## config.mk

```make
export PLATFORM = sky130hd
export DESIGN_NAME = fifo_wr_arbiter_flat
export DESIGN_NICKNAME = d
export VERILOG_FILES = /design/src/rtl/fifo_wr_arbiter_pkg.sv /design/src/rtl/fifo_wr_arbiter_if.sv /design/src/rtl/fifo_wr_arbiter_rr_pick.sv /design/src/rtl/fifo_wr_arbiter.sv /design/src/flat_wrapper.sv
export SDC_FILE = /design/constraint.sdc
export NUM_CORES = 1
export LEC_CHECK = 0
export ABC_CLOCK_PERIOD_IN_PS = 3850
export CORE_ASPECT_RATIO = 1.5
export CORE_MARGIN = 2
export CORE_UTILIZATION = 45
export DETAILED_ROUTE_END_ITERATION = 8
export MAX_ROUTING_LAYER = met4
export PLACE_DENSITY = 0.91
export SYNTH_ARGS = -nofsm -noshare
export SYNTH_HDL_FRONTEND = slang
export SYNTH_SLANG_ARGS = --single-unit
```

## constraint.sdc

```tcl
create_clock -name clk -period 3.85 [get_ports clk]
set_input_delay 0.77 -clock clk [delete_from_list [all_inputs] [get_ports clk]]
set_output_delay 0.77 -clock clk [all_outputs]
set_load 0.01 [all_outputs]
```

## src/rtl/fifo_wr_arbiter_pkg.sv

```systemverilog
// fifo_arb_pkg: FSM encoding, stats width and saturating increment for fifo_wr_arbiter
package fifo_arb_pkg;
   typedef enum logic [1:0] {IDLE = 2'd0, ARB = 2'd1, STALL = 2'd2} arb_state_e;
   localparam int STAT_W = 16;
   function automatic logic [STAT_W-1:0] sat_inc(input logic [STAT_W-1:0] v);
      return &v ? v : v + 1'b1;
   endfunction
endpackage

```

## src/rtl/fifo_wr_arbiter_if.sv

```systemverilog
// fifo_wr_arbiter_if: producer/consumer side (master) and arbiter side (slave) signals
// FIFO_ARB_STATS_EN adds the grant/stall counter outputs
interface fifo_wr_arbiter_if
   import fifo_arb_pkg::*;
#(
   parameter int WIDTH = 8,
   parameter int N_REQ = 4,
   parameter int DEPTH = 8
);
   logic [N_REQ-1:0]           req;
   logic [N_REQ*WIDTH-1:0]     req_data;
   logic [N_REQ-1:0]           grant;
   logic                       fifo_wr_en;
   logic [WIDTH-1:0]           fifo_data;
   logic                       rd_ack;
   logic [$clog2(DEPTH+1)-1:0] credits;
   logic                       stall;
   logic                       credit_err;
`ifdef FIFO_ARB_STATS_EN
   logic [N_REQ*STAT_W-1:0]    grant_cnt;
   logic [STAT_W-1:0]          stall_cnt;
   modport master (output req, req_data, rd_ack,
                   input grant, fifo_wr_en, fifo_data, credits, stall, credit_err, grant_cnt, stall_cnt);
   modport slave  (input req, req_data, rd_ack,
                   output grant, fifo_wr_en, fifo_data, credits, stall, credit_err, grant_cnt, stall_cnt);
`else
   modport master (output req, req_data, rd_ack,
                   input grant, fifo_wr_en, fifo_data, credits, stall, credit_err);
   modport slave  (input req, req_data, rd_ack,
                   output grant, fifo_wr_en, fifo_data, credits, stall, credit_err);
`endif
endinterface

```

## src/rtl/fifo_wr_arbiter_rr_pick.sv

```systemverilog
// rr_pick: first set request scanning upward from the slot after the last grantee
module rr_pick #(
   parameter int N_REQ = 4
) (
   input  logic [N_REQ-1:0]         i_req,
   input  logic [$clog2(N_REQ)-1:0] i_last,
   output logic [N_REQ-1:0]         o_win,
   output logic [$clog2(N_REQ)-1:0] o_idx
);
   localparam int IW = $clog2(N_REQ);
   logic          w_found;
   logic [IW-1:0] w_pos;
   always_comb begin
      o_win = '0;
      o_idx = '0;
      w_found = 1'b0;
      w_pos = '0;
      for (int k = 1; k <= N_REQ; k++) begin
         w_pos = IW'((int'(i_last) + k) % N_REQ);
         if (!w_found && i_req[w_pos]) begin
            w_found = 1'b1;
            o_win[w_pos] = 1'b1;
            o_idx = w_pos;
         end
      end
   end
endmodule

```

## src/rtl/fifo_wr_arbiter.sv

```systemverilog
// fifo_wr_arbiter: round-robin sharing of one FIFO write port, credit-based flow control
// FIFO_ARB_STATS_EN adds saturating per-requester grant counts and a stall-cycle count
module fifo_wr_arbiter
   import fifo_arb_pkg::*;
#(
   parameter int WIDTH = 8,
   parameter int N_REQ = 4,
   parameter int DEPTH = 8
) (
   input logic              clk,
   input logic              rst,
   fifo_wr_arbiter_if.slave arb
);
   localparam int IW = $clog2(N_REQ);
   localparam int CW = $clog2(DEPTH+1);
   localparam logic [CW-1:0] FULL = CW'(DEPTH);

   arb_state_e       r_state, w_next;
   logic [IW-1:0]    r_last, w_idx;
   logic [N_REQ-1:0] w_win, w_grant;
   logic [CW-1:0]    r_credits, w_cred_nx;
   logic [WIDTH-1:0] r_data;
   logic             r_wr_en, r_err, w_ok, w_over, w_stall;

   rr_pick #(.N_REQ(N_REQ)) u_pick (
      .i_req (arb.req),
      .i_last(r_last),
      .o_win (w_win),
      .o_idx (w_idx)
   );

   // Grant and rd_ack together cancel; an ack with nothing outstanding is an error
   always_comb begin
      w_ok = !rst && (|arb.req) && (r_credits != '0);
      w_over = arb.rd_ack && !w_ok && (r_credits == FULL);
      w_cred_nx = (w_ok == arb.rd_ack || w_over) ? r_credits
                : w_ok ? r_credits - 1'b1 : r_credits + 1'b1;
   end

   always_ff @(posedge clk)
      r_state <= rst ? IDLE : w_next;

   // Looking at next-cycle credits lets STALL coincide exactly with credits==0
   always_comb
      w_next = (r_state == STALL && w_cred_nx == '0) ? STALL
             : !(|arb.req) ? IDLE
             : (w_cred_nx != '0) ? ARB : STALL;

   always_comb begin
      w_stall = (r_state == STALL);
      w_grant = w_ok ? w_win : '0;
   end

   always_ff @(posedge clk) begin
      if (rst) begin
         r_credits <= FULL;
         r_last <= IW'(N_REQ-1);
         r_wr_en <= 1'b0;
         r_data <= '0;
         r_err <= 1'b0;
      end else begin
         r_credits <= w_cred_nx;
         r_wr_en <= w_ok;
         r_err <= r_err | w_over;
         if (w_ok) begin
            r_last <= w_idx;
            r_data <= arb.req_data[int'(w_idx)*WIDTH +: WIDTH];
         end
      end
   end

   assign arb.grant = w_grant;
   assign arb.fifo_wr_en = r_wr_en;
   assign arb.fifo_data = r_data;
   assign arb.credits = r_credits;
   assign arb.stall = w_stall;
   assign arb.credit_err = r_err;

`ifdef FIFO_ARB_STATS_EN
   logic [N_REQ-1:0][STAT_W-1:0] r_gcnt;
   logic [STAT_W-1:0]            r_scnt;
   always_ff @(posedge clk) begin
      for (int i = 0; i < N_REQ; i++)
         r_gcnt[i] <= rst ? '0 : w_grant[i] ? sat_inc(r_gcnt[i]) : r_gcnt[i];
      r_scnt <= rst ? '0 : w_stall ? sat_inc(r_scnt) : r_scnt;
   end
   assign arb.grant_cnt = r_gcnt;
   assign arb.stall_cnt = r_scnt;
`endif
endmodule

```

## src/flat_wrapper.sv

```systemverilog
// flat-port wrapper written by rule: the top's interface ports become plain ports
module fifo_wr_arbiter_flat import fifo_arb_pkg::*;
#(
   parameter int WIDTH = 8,
   parameter int N_REQ = 4,
   parameter int DEPTH = 8
)
  (clk, rst, arb_req, arb_req_data, arb_rd_ack, arb_grant, arb_fifo_wr_en, arb_fifo_data, arb_credits, arb_stall, arb_credit_err);
  fifo_wr_arbiter_if #(.WIDTH(WIDTH), .N_REQ(N_REQ), .DEPTH(DEPTH)) arb_i ();
  input logic clk;
  input logic rst;
  input wire logic [$bits(arb_i.req)-1:0] arb_req;
  input wire logic [$bits(arb_i.req_data)-1:0] arb_req_data;
  input wire logic [$bits(arb_i.rd_ack)-1:0] arb_rd_ack;
  output wire logic [$bits(arb_i.grant)-1:0] arb_grant;
  output wire logic [$bits(arb_i.fifo_wr_en)-1:0] arb_fifo_wr_en;
  output wire logic [$bits(arb_i.fifo_data)-1:0] arb_fifo_data;
  output wire logic [$bits(arb_i.credits)-1:0] arb_credits;
  output wire logic [$bits(arb_i.stall)-1:0] arb_stall;
  output wire logic [$bits(arb_i.credit_err)-1:0] arb_credit_err;
  assign arb_i.req = arb_req;
  assign arb_i.req_data = arb_req_data;
  assign arb_i.rd_ack = arb_rd_ack;
  assign arb_grant = arb_i.grant;
  assign arb_fifo_wr_en = arb_i.fifo_wr_en;
  assign arb_fifo_data = arb_i.fifo_data;
  assign arb_credits = arb_i.credits;
  assign arb_stall = arb_i.stall;
  assign arb_credit_err = arb_i.credit_err;
  fifo_wr_arbiter #(.WIDTH(WIDTH), .N_REQ(N_REQ), .DEPTH(DEPTH)) u_core (.clk(clk), .rst(rst), .arb(arb_i));
endmodule
```

After elaboration in Yosys (flattened, before gate mapping) --
Cells that the tools add are included. Widths: inputs -> output; s select.
Word-level totals: output and inout bits 19, register bits 18, word-level logic and storage cells 86
Cells by class: shifts and indexed selects 1, equal/unequal tests 3, $lt $le $gt $ge 8, bitwise operators 5, add/sub/neg operators 6, reduce and logical (&&, ||, !) cells 23, mux-type cells 33
Operator list (number):
- $shiftx 32x6->8 | 1
- $mux 4 | 7
- $mux 2 | 7
- $logic_and 1x1->1 | 12
- $lt 2x3->1 const B | 4
- $or 4x4->4 | 3
- $mux 1 | 11
- $bmux 1 s2 | 4
- $demux 1 s2 | 4
- $ge 2x1->1 const B | 4
- $reduce_bool 4->1 | 2
- $logic_not 1->1 | 5
- $add 2x1->2 const B | 2
- $add 2x2->2 const B | 2
- $add 4x1->4 const B | 1
- $eq 4x4->1 const B | 1
- $logic_not 4->1 | 1
- $reduce_or 4->1 | 1
- $sub 4x1->4 const B | 1
- $reduce_or 3->1 | 1
- $eq 2x2->1 const B | 1
- $eq 1x1->1 | 1
- $logic_or 1x1->1 | 1
- $not 1->1 | 1
- $or 1x1->1 | 1

Logic depth before layout (Yosys ltp) --
word-level depth 14, depth in mapped cells 12

Modules after synthesis --
From an unflattened synthesis, not the netlist that was laid out.
Unflattened totals: cells, all modules 174, area, all modules 1576.5 µm²
Modules (own cells, without submodules):
- fifo_wr_arbiter | area an instance 1086.0 µm², cells an instance 115, seq. area each 360.3 µm², times used 1
- rr_pick | area an instance 490.5 µm², cells an instance 59, seq. area each 0.0 µm², times used 1

Least setup slack after synthesis --
OpenSTA, ideal clock, no wires.
path type register to output, start reg u_core.r_last[1], end out arb_grant[0], stages on the path, launching flop included 11, data required time 3080 ps, slack 720 ps, arrival 2360 ps, cell sequence dfxtp_1 -> clkbuf_1 -> inv_1 -> ha_1 -> mux4_2 -> nor2b_4 -> buf_6 -> a22oi_1 -> nor2_1 -> a221oi_1 -> nor2_1
Between the ends: cells in the longest elaborated chain, start to end 14
RTL lines:
- from (decl) | RTL line fifo_wr_arbiter.sv:19 | logic [IW-1:0] r_last, w_idx;
- from (signal assigned) | RTL line fifo_wr_arbiter.sv:57 | r_last <= IW'(N_REQ-1);
- from (signal assigned) | RTL line fifo_wr_arbiter.sv:66 | r_last <= w_idx;
- branches (longest 12 deep; another with $lt 2x3->1)
- $mux 4 * | RTL line fifo_wr_arbiter_rr_pick.sv:20 | if (!w_found && i_req[w_pos]) begin
- $mux 4 * | RTL line fifo_wr_arbiter.sv:51 | w_grant = w_ok ? w_win : '0;
- to (decl) | RTL line flat_wrapper.sv:15 | output wire logic [$bits(arb_i.grant)-1:0] arb_grant;
Every way passes the cells marked *. The select of a mux whose other input is x is not followed.

Worst setup path in the final report --
start in arb_req[3], end out arb_grant[0]
Between the ends: cells in the longest elaborated chain, start to end 13
RTL lines:
- from (decl) | RTL line flat_wrapper.sv:12 | input wire logic [$bits(arb_i.req)-1:0] arb_req;
- $bmux 1 s2 | RTL line fifo_wr_arbiter_rr_pick.sv:20
- $mux 1 (implied by the code) | RTL line fifo_wr_arbiter_rr_pick.sv:20
- $mux 1 | RTL line fifo_wr_arbiter_rr_pick.sv:20
- $logic_not 1->1 | RTL line fifo_wr_arbiter_rr_pick.sv:20
- $logic_and 1x1->1 | RTL line fifo_wr_arbiter_rr_pick.sv:20
- $mux 1 | RTL line fifo_wr_arbiter_rr_pick.sv:20
- $logic_not 1->1 | RTL line fifo_wr_arbiter_rr_pick.sv:20
- $logic_and 1x1->1 | RTL line fifo_wr_arbiter_rr_pick.sv:20
- $mux 1 | RTL line fifo_wr_arbiter_rr_pick.sv:20
- $logic_not 1->1 | RTL line fifo_wr_arbiter_rr_pick.sv:20
- $logic_and 1x1->1 | RTL line fifo_wr_arbiter_rr_pick.sv:20
- $mux 4 | RTL line fifo_wr_arbiter_rr_pick.sv:20
- $mux 4 * | RTL line fifo_wr_arbiter.sv:51
Mark *: on every way between the ends. The rest lies on a longest branch, timed or not. The select of a mux whose other input is x is not followed.

==> qor.yml <==
drive_gt1_share_pct: 17.70
total_power_mw: 1.742
max_freq_ghz: 0.2836
p_leak_nw: 0.9634
peakVddDrop_mv: 0.5863
avgRoutedWirePerCell_um: 15.89
numClockSinks: 18
detail-route-antenna-nets: 0
critPathMaxFanout: 9
synth_top_area_cell: "dfxtp_1"
critPathKind: "primary input to output port"
wl_um: 4530
ff2ff_path_depth: 9
finalSetupTns_ns: 0
place.gp.congestion: 0.9666
synth_top_family_by_area: "compound AO/OA/AOI/OAI gates"
period_needed_ns: 3.526
ctsLongestPathBuffers: 2
powerDensity_nw_per_um2: 752.2
port_buffers: 57
hold_depth: 2
slew_viol_final: 0
grt_pass1_wl_um: 7003
maxCapViolCount: 0
synth_common_cells: "20 x nor2_1, 18 x dfxtp_1, 15 x o211ai_1"
fin_crit_sh_pct: 91.60
cts_max_level: 1
hold_viol_final: 0
synth_flop_cell: "dfxtp_1"
rsz0062_at_grt: "no"
clock_skew_ns: 0.003613
synth_adder_area_share_pct: 9.633
cts_tree: "built"
cp_data_arrival_time_ns: 2.76
clk_latency_ns: 0.25
die-area_um2: 4145
ios: 58
crit_path_start_kind: "primary input"
synthSimpleGateAreaFrac_pct: 15.60
ys_types: 51
first_iter_violations: 59
post-synth-top-count-cell: "nor2_1"
grt_pass1_vias: 1594
viasPerCell: 5.912
area.sequential_um2: 360.3
rows: 26
hold_buffers: 0
grt_antenna_before_repair: 0
post-route-drc-count: 0
yosysTopAreaCellShare_pct: 22.02
syn_area_um2: 1637
synth-xor-area-share_pct: 1.606
syn_to_final_growth_pct: 41.51
fin_nets: 295
die_w_um: 53.24
multi_input_area_um2: 1147
clkSlewWorstSetupHoldPaths_ns: 0.07
num_vias: 1685
first_pass_iters: 4
status: "completed"
synth_nets: 234
cp.required_ns: 3.08
hp-class: "flop to flop"
synthTopCellsByArea: "dfxtp_1 22%, ha_1 8.4%, mux2i_1 7.3%"
synth.mux.area_fraction_pct: 16.74
dpl.hpwl_um: 3422
grtUsageTotal_pct: 22.28
synth_edf_count: 0
synthesis.instances: 183
synth-compound-area-share_pct: 26.30
dieHeight_um: 77.86
ys_seq_elements: 18
grt_remaining_overflow: 0
post_synth.cell_area_avg_um2: 8.943
numCtsBuffers: 3
design.core.area_um2: 3448
postLayoutSetupSlackWorst_ns: 0.3236
worstMarginPinSlew_ns: 0.7846
finalSetupViolCount: 0
fillCellCount: 300
ys_warn_count: 0
root_buffer: "clkbuf_8"
cp-end-kind: "output port"
async_reset_ff_share_pct: 0
num_antenna_cells: 0
relSlewSlack_pct: 46.34
post-place-ws_ns: -0.05289
start_util_pct: 47.46
grt_max_degree: 23
synth-seq-area-share_pct: 22.02
==> cell usage in the layout, fill, tap and decap left out, types with 2 or more instances in the layout <==
cell	count
o211ai_1	15
buf_4	12
nand2b_1	2
a221oi_1	3
xnor2_1	2
a311oi_1	2
mux2_2	7
o21ai_1	3
o21ai_0	3
nor2_1	20
inv_1	7
or3_1	2
clkdlybuf4s50_1	53
mux4_2	3
nor4_1	2
a21oi_1	7
a22oi_1	3
dlymetal6s2s_1	4
dfxtp_1	18
ha_1	11
o22a_1	2
nand2_1	12
mux2i_1	12
clkbuf_8	4
nand3_1	4
o22a_2	5
==> routing by layer <==
metal	vias up	GRT usage, %	part of all wire (%)
met5	-	-	0
met3	10	1.731	4.2
met2	56	41.85	56
met4	0	7.949	2.3
li1	814	-	-
met1	805	22.78	37
==> registers in the layout (all words and copies together), names as in the netlist <==
| name | flops |
|---|---|
| u_core.arb.credit_err | 1 |
| u_core.r_state | 2 |
| u_core.arb.credits | 4 |
| u_core.arb.fifo_data | 8 |
| u_core.r_last | 2 |
| u_core.arb.fifo_wr_en | 1 |
==> area by class of cell <==
type                    instances  area share, %
clock buffers                   4          2.377
well taps                      42          2.269
flip-flops and latches         18          15.56
repair buffers                 69          28.96
inverters                       8          1.297
multi-input cells             144          49.54
==> metrics by stage <==
step                      cells  area (um2)  hold WS, ns  util [%]
after detailed placement    281        2247       0.4582     65.17
after floorplan             183        1637       0.5005         -
after global routing        285        2316       0.5048     67.16
after CTS                   285        2298       0.4754     66.65
final                       285        2316       0.4723     67.16
after global placement      281        2247       0.4506     65.17
==> kinds of logic (layout without fill, tap and decap cells) <==
family / count (synthesis) / count (layout)
compound gates: 56 / 56
simple gates: 51 / 51
mux: 22 / 22
buf+inv: 21 / 81
flops: 18 / 18
fa+ha+maj: 12 / 12
xor+xnor: 3 / 3
==> where the power goes <==
part,switching [mW],internal (mW)
Combinational,0.649,0.624
Sequential,0.0525,0.260
Clock,0.0652,0.0909
==> timing repair <==
action / CTS / global route
resized for setup: 1 / 8
endpoints found under the hold margin: 0 / 0
setup buffers: 0 / 0
setup endpoints to repair: 1 / 4
==> worst max-delay path, cell delays in order <==
cell,delay (ns)
clkdlybuf4s50_1,0.46
buf_4,0.19
mux4_2,0.47
nor2b_4,0.16
a22oi_1,0.14
nor2_1,0.07
a221oi_1,0.26
nor2_1,0.06
dlymetal6s2s_1,0.17
==> worst paths after layout <==
path | startpoint | end | slack, ns
setup / recovery | arb_req[3] | arb_grant[0] | 0.32
hold / removal | u_core.arb.fifo_data[6] | u_core.arb.fifo_data[6] | 0.47
setup reg to reg | u_core.r_last[0] | u_core.arb.fifo_data[7] | 0.83
hold reg to reg | u_core.arb.fifo_data[6] | u_core.arb.fifo_data[6] | 0.47
No activity file was read; power rests on OpenSTA's default activity.
